File: config.mk
export PLATFORM = sky130hd
export DESIGN_NAME = xfire_fpu_bkm_host
export DESIGN_NICKNAME = d
export VERILOG_FILES = /design/src/rtl/xfire_fpu_bkm_host_pkg.sv /design/src/rtl/xfire_fpu_bkm_host.sv
export SDC_FILE = /design/constraint.sdc
export NUM_CORES = 1
export LEC_CHECK = 0
export CORE_AREA = 2 2 316 318
export CTS_CLUSTER_DIAMETER = 80
export DETAILED_ROUTE_END_ITERATION = 16
export DIE_AREA = 0 0 318 320
export PLACE_DENSITY = 0.4
export SKIP_CTS_REPAIR_TIMING = 1
export SYNTH_ARGS = -nofsm -noshare
export SYNTH_HDL_FRONTEND = slang
export SYNTH_SLANG_ARGS = --single-unit
File: constraint.sdc
create_clock -name clk -period 16.85 [get_ports clk]
set_input_delay 4.2125 -clock clk [delete_from_list [all_inputs] [get_ports clk]]
set_output_delay 4.2125 -clock clk [all_outputs]
set_load 0.02 [all_outputs]
File: src/rtl/xfire_fpu_bkm_host_pkg.sv
// Shared widths, encodings and FSM states for the BKM host front end.
// No logic; types and constants only.
// Imported by the host and its bench.
package xfire_fpu_bkm_host_pkg;

    localparam int OPSIZE = 4;
    localparam int FSIZE  = 5;

    // Number formats understood by the BKM core.
    typedef enum logic [1:0] {
        FMT_FP16  = 2'd0,
        FMT_FP32  = 2'd1,
        FMT_FP64  = 2'd2,
        FMT_FIXED = 2'd3
    } fmt_t;

    // Host sequencing states.
    typedef enum logic [1:0] {
        ST_IDLE  = 2'd0,
        ST_START = 2'd1,
        ST_WAIT  = 2'd2,
        ST_RESP  = 2'd3
    } state_t;

endpackage

File: src/rtl/xfire_fpu_bkm_host.sv
// Purpose: accept one tagged command, run it on the BKM core, return results with tag.
// Latency: accept->core_start 1 cycle; core_done->rsp_valid 1 cycle; watchdog ends WAIT after TMO cycles.
// Backpressure: cmd_ready only in IDLE; response held stable until rsp_ready; enable=0 freezes everything.
module xfire_fpu_bkm_host
    import xfire_fpu_bkm_host_pkg::*;
#(
    parameter int W    = 64,
    parameter int TAGW = 4,
    parameter int TMO  = 200,
    parameter int TMW  = 8
) (
    input  logic              clk,
    input  logic              arst,
    input  logic              srst,
    input  logic              enable,
    input  logic              cmd_valid,
    output logic              cmd_ready,
    input  logic [1:0]        cmd_format,
    input  logic [OPSIZE-1:0] cmd_op,
    input  logic [W-1:0]      cmd_x1,
    input  logic [W-1:0]      cmd_y1,
    input  logic [W-1:0]      cmd_x2,
    input  logic [W-1:0]      cmd_y2,
    input  logic [TAGW-1:0]   cmd_tag,
    output logic              core_start,
    output logic [1:0]        core_format,
    output logic [OPSIZE-1:0] core_op,
    output logic [W-1:0]      core_x1,
    output logic [W-1:0]      core_y1,
    output logic [W-1:0]      core_x2,
    output logic [W-1:0]      core_y2,
    input  logic [W-1:0]      core_x3,
    input  logic [W-1:0]      core_y3,
    input  logic [FSIZE-1:0]  core_flags,
    input  logic              core_done,
    output logic              rsp_valid,
    input  logic              rsp_ready,
    output logic [W-1:0]      rsp_x3,
    output logic [W-1:0]      rsp_y3,
    output logic [FSIZE-1:0]  rsp_flags,
    output logic [TAGW-1:0]   rsp_tag,
    output logic              rsp_timeout,
    output logic              busy
);

    state_t          state;
    state_t          state_nxt;
    logic [TMW-1:0]  cnt;
    logic [TAGW-1:0] tag_q;
    logic            wd_last;

    // Last WAIT cycle the watchdog allows before forcing a timeout response.
    assign wd_last   = (cnt == TMW'(TMO - 1));
    assign rsp_valid = (state == ST_RESP);
    assign busy      = (state != ST_IDLE);

    // State register; srst overrides enable.
    always_ff @(posedge clk or posedge arst) begin
        if (arst)        state <= ST_IDLE;
        else if (srst)   state <= ST_IDLE;
        else if (enable) state <= state_nxt;
    end

    // Next-state decode plus the handshake and start strobe.
    always_comb begin
        state_nxt  = state;
        cmd_ready  = 1'b0;
        core_start = 1'b0;
        case (state)
            ST_IDLE: begin
                cmd_ready = enable;
                if (cmd_valid) state_nxt = ST_START;
            end
            ST_START: begin
                core_start = enable;
                state_nxt  = ST_WAIT;
            end
            ST_WAIT: begin
                if (core_done || wd_last) state_nxt = ST_RESP;
            end
            ST_RESP: begin
                if (rsp_ready) state_nxt = ST_IDLE;
            end
            default: state_nxt = ST_IDLE;
        endcase
    end

    // Command latch, watchdog count and result capture (done beats timeout).
    always_ff @(posedge clk or posedge arst) begin
        if (arst) begin
            core_format <= '0;
            core_op     <= '0;
            core_x1     <= '0;
            core_y1     <= '0;
            core_x2     <= '0;
            core_y2     <= '0;
            tag_q       <= '0;
            cnt         <= '0;
            rsp_x3      <= '0;
            rsp_y3      <= '0;
            rsp_flags   <= '0;
            rsp_tag     <= '0;
            rsp_timeout <= 1'b0;
        end else if (srst) begin
            core_format <= '0;
            core_op     <= '0;
            core_x1     <= '0;
            core_y1     <= '0;
            core_x2     <= '0;
            core_y2     <= '0;
            tag_q       <= '0;
            cnt         <= '0;
            rsp_x3      <= '0;
            rsp_y3      <= '0;
            rsp_flags   <= '0;
            rsp_tag     <= '0;
            rsp_timeout <= 1'b0;
        end else if (enable) begin
            case (state)
                ST_IDLE: begin
                    if (cmd_valid) begin
                        core_format <= cmd_format;
                        core_op     <= cmd_op;
                        core_x1     <= cmd_x1;
                        core_y1     <= cmd_y1;
                        core_x2     <= cmd_x2;
                        core_y2     <= cmd_y2;
                        tag_q       <= cmd_tag;
                    end
                end
                ST_START: cnt <= '0;
                ST_WAIT: begin
                    cnt <= cnt + TMW'(1);
                    if (core_done) begin
                        rsp_x3      <= core_x3;
                        rsp_y3      <= core_y3;
                        rsp_flags   <= core_flags;
                        rsp_tag     <= tag_q;
                        rsp_timeout <= 1'b0;
                    end else if (wd_last) begin
                        rsp_x3      <= '0;
                        rsp_y3      <= '0;
                        rsp_flags   <= '0;
                        rsp_tag     <= tag_q;
                        rsp_timeout <= 1'b1;
                    end
                end
                default: ;
            endcase
        end
    end

endmodule

==> out/metrics.yaml <==
drtIter0Drc: 549
ant_nets: 0
gp_congestion: 0.7660
start_kind: "primary input"
setup_ws_ns: 6.692
synthMostInstantiatedCell: "dfrtp_1"
tns_ns: 0
grt_pass1_wl_mm: 89.26
ys_warn_count: 0
ys_ff_latch: 414
fin_area_mm2: 0.02594
cap_violations: 0
fin_crit_ns: 10.16
grt_max_degree: 158
max_freq_mhz: 98.45
synth_top_family_by_area: "compound AO/OA/AOI/OAI gates"
rsz0062_at_grt: "no"
dieArea_mm2: 0.1018
finalWirelength_mm: 61.05
clockBufferDepth: 3
synthDistinctLibCells: 34
core_area_mm2: 0.09799
viasPerCell: 3.889
crit_chain: "clkdlybuf4s50_1, and2_1, clkdlybuf4s50_1"
rows: 115
hold_ws_ns: 0.4939
crit_top_cell: "clkdlybuf4s50_1"
yosys-top-cells-count: "414 x dfrtp_1, 399 x a22o_1, 58 x buf_2"
async_reset_ff_frac: 1.000
synth-main-ff-cell: "dfrtp_1"
cp_slowest_stage_delay_ns: 0.71
chipHeight_um: 320
grt_pass1_vias: 12920
hold_viol: 0
crit_family: "buffers and inverters"
hold_end: "rsp_y3[52]"
pre_cts_slack_ns: 6.701
grt-ovfl-total: 0
grt_usage: 0.1155
io_pins: 810
path_clk_slew_ns: 0.05
post-route-period-util: 0.6028
finClkSkew_ns: 0.01733
p_leak_nw: 11.13
synth_area_leaders: "dfrtp_1 70%, a22o_1 23%, buf_2 2.0%"
cts_tree: "done"
crit_fanout: 10
crit_slowest_cell: "clkdlybuf4s50_1"
antenna_found_initial: 4
drv_slew: 0
slew_headroom: 0.2772
fin_nets: 2187
dr.pass1.iters: 4
syn_nets: 1398
dp.final_hpwl_mm: 43.92
synthCells: 986
r2r_cells: 8
final_util: 0.2648
path_depth: 3
r2r-start: "state[1]"
synthAdderAreaFrac: 0.005047
powerDensity_mw_per_mm2: 96.06
synth_area_mm2: 0.01487
vdd.ir_drop.worst_v: 0.00006374
arrival_ns: 5.95
synth-edff-count: 0
drive_above_1_share: 0.05473
area_growth_pct: 74.43
place_area_mm2: 0.02428
die_w_um: 318
cts_root_buffer: "clkbuf_16"
crit_type: "primary input to primary output"
r2r-end: "core_y1[13]"
hp-start: "rsp_y3[52]"
htreeDepth: 2
portBuffers: 809
hp-class: "flop to flop"
worst-path-buf-inv: 2
synthSimpleGateAreaFrac: 0.01354
drc: 0
status: "complete, no violations"
endpoint_kind: "primary output"
worstMarginPinSlew_ns: 1.084
wire_per_inst_um: 19.70
setup_viol: 0
vias: 12050
synth_compound_area_frac: 0.2477
cp.required_ns: 12.64
yosysSeqAreaShare: 0.6965
synth_xor_area_frac: 0
worst_skew_pair.late_latency_ns: 0.61
fillers: 10150
start_util: 0.1518
synth_top_area_frac: 0.6965
synth_largest_area_cell: "dfrtp_1"
avgSynthCellArea_um2: 15.09
reg2reg_slack_ns: 12.77
cts_sinks: 414
synthMuxAreaShare: 0.003533
cts_buffers: 53
whs_path_depth: 1
## worst max path at each step
stage / from / end / slack (ns)
after floorplan: arst / cnt[0] / 1.12
after detailed placement: enable / cmd_ready / 6.70
final: enable / cmd_ready / 6.69
after global placement: enable / cmd_ready / 6.69
after CTS: enable / cmd_ready / 6.70
after global routing: enable / cmd_ready / 6.63
## through the flow
| step | power, mW | instances |
|---|---|---|
| 2_1_floorplan | 1.206 | 986 |
| 3_3_place_gp | 1.424 | 3007 |
| 3_5_place_dp | 1.425 | 3007 |
| 4_1_cts | 2.551 | 3096 |
| 5_1_grt | 2.610 | 3099 |
| 6_report | 2.492 | 3099 |
## cell type report
class / instances / area [µm²] / share of cell area
flip-flops and latches: 414 / 10360 / 0.3993
repair buffers: 824 / 8223 / 0.3169
multi-input cells: 474 / 4046 / 0.1560
well taps: 1287 / 1610 / 0.06207
clock buffers: 79 / 1567 / 0.06038
clock inverters: 10 / 93.84 / 0.003617
inverters: 8 / 37.54 / 0.001447
diodes: 3 / 7.507 / 0.0002894
## cell usage in the layout, fill, tap and decap left out, types with 2 or more instances in the layout
cell	synthesis	final
diode_2	0	3
clkinv_2	0	4
and2_1	2	2
nand2b_1	3	3
nor2b_1	4	4
buf_4	0	14
nor2_1	7	6
a21oi_4	0	2
and3_1	2	2
a211oi_1	2	2
inv_6	0	3
nand3b_1	3	3
clkbuf_16	0	55
nand2_1	3	3
ha_1	6	6
clkbuf_8	0	10
mux2i_1	3	3
clkbuf_1	23	14
a21oi_1	7	6
clkdlybuf4s50_1	0	809
clkinv_4	0	2
dfrtp_1	414	414
mux2_2	2	2
nand3_1	9	9
inv_1	7	6
a22o_1	399	399
a22oi_1	4	4
o21ai_0	7	7
## where the power goes
part / switching [mW] / internal (mW)
sequential: 0.0240 / 1.03
combinational: 0.164 / 0.180
clock: 0.439 / 0.652
total: 0.627 / 1.87
## kinds of logic (layout without fill, tap and decap cells)
logic type | count (synthesis) | after routing
muxes | 5 | 5
AOI/OAI and AO/OA | 426 | 426
adders and majority gates | 6 | 6
DFF | 414 | 414
and+or+nand+nor | 37 | 37
other | 0 | 3
buffers and inverters | 98 | 921
## flip-flops by register name (all words and copies together), names as in the netlist
register     flops
tag_q            4
core_x1         64
rsp_x3          64
rsp_flags        5
rsp_y3          64
rsp_tag          4
core_format      2
core_x2         64
core_op          4
core_y2         64
cnt              8
rsp_timeout      1
core_y1         64
state            2
## metal layers
metal | wire length [µm] | vias up | global-route usage
li1 | - | 5392 | -
met1 | 22810 | 6123 | 0.1256
met2 | 32370 | 461 | 0.2094
met3 | 4569 | 75 | 0.04167
met4 | 1293 | 2 | 0.03354
met5 | 11 | - | 0
No activity file was read; power rests on OpenSTA's default activity.
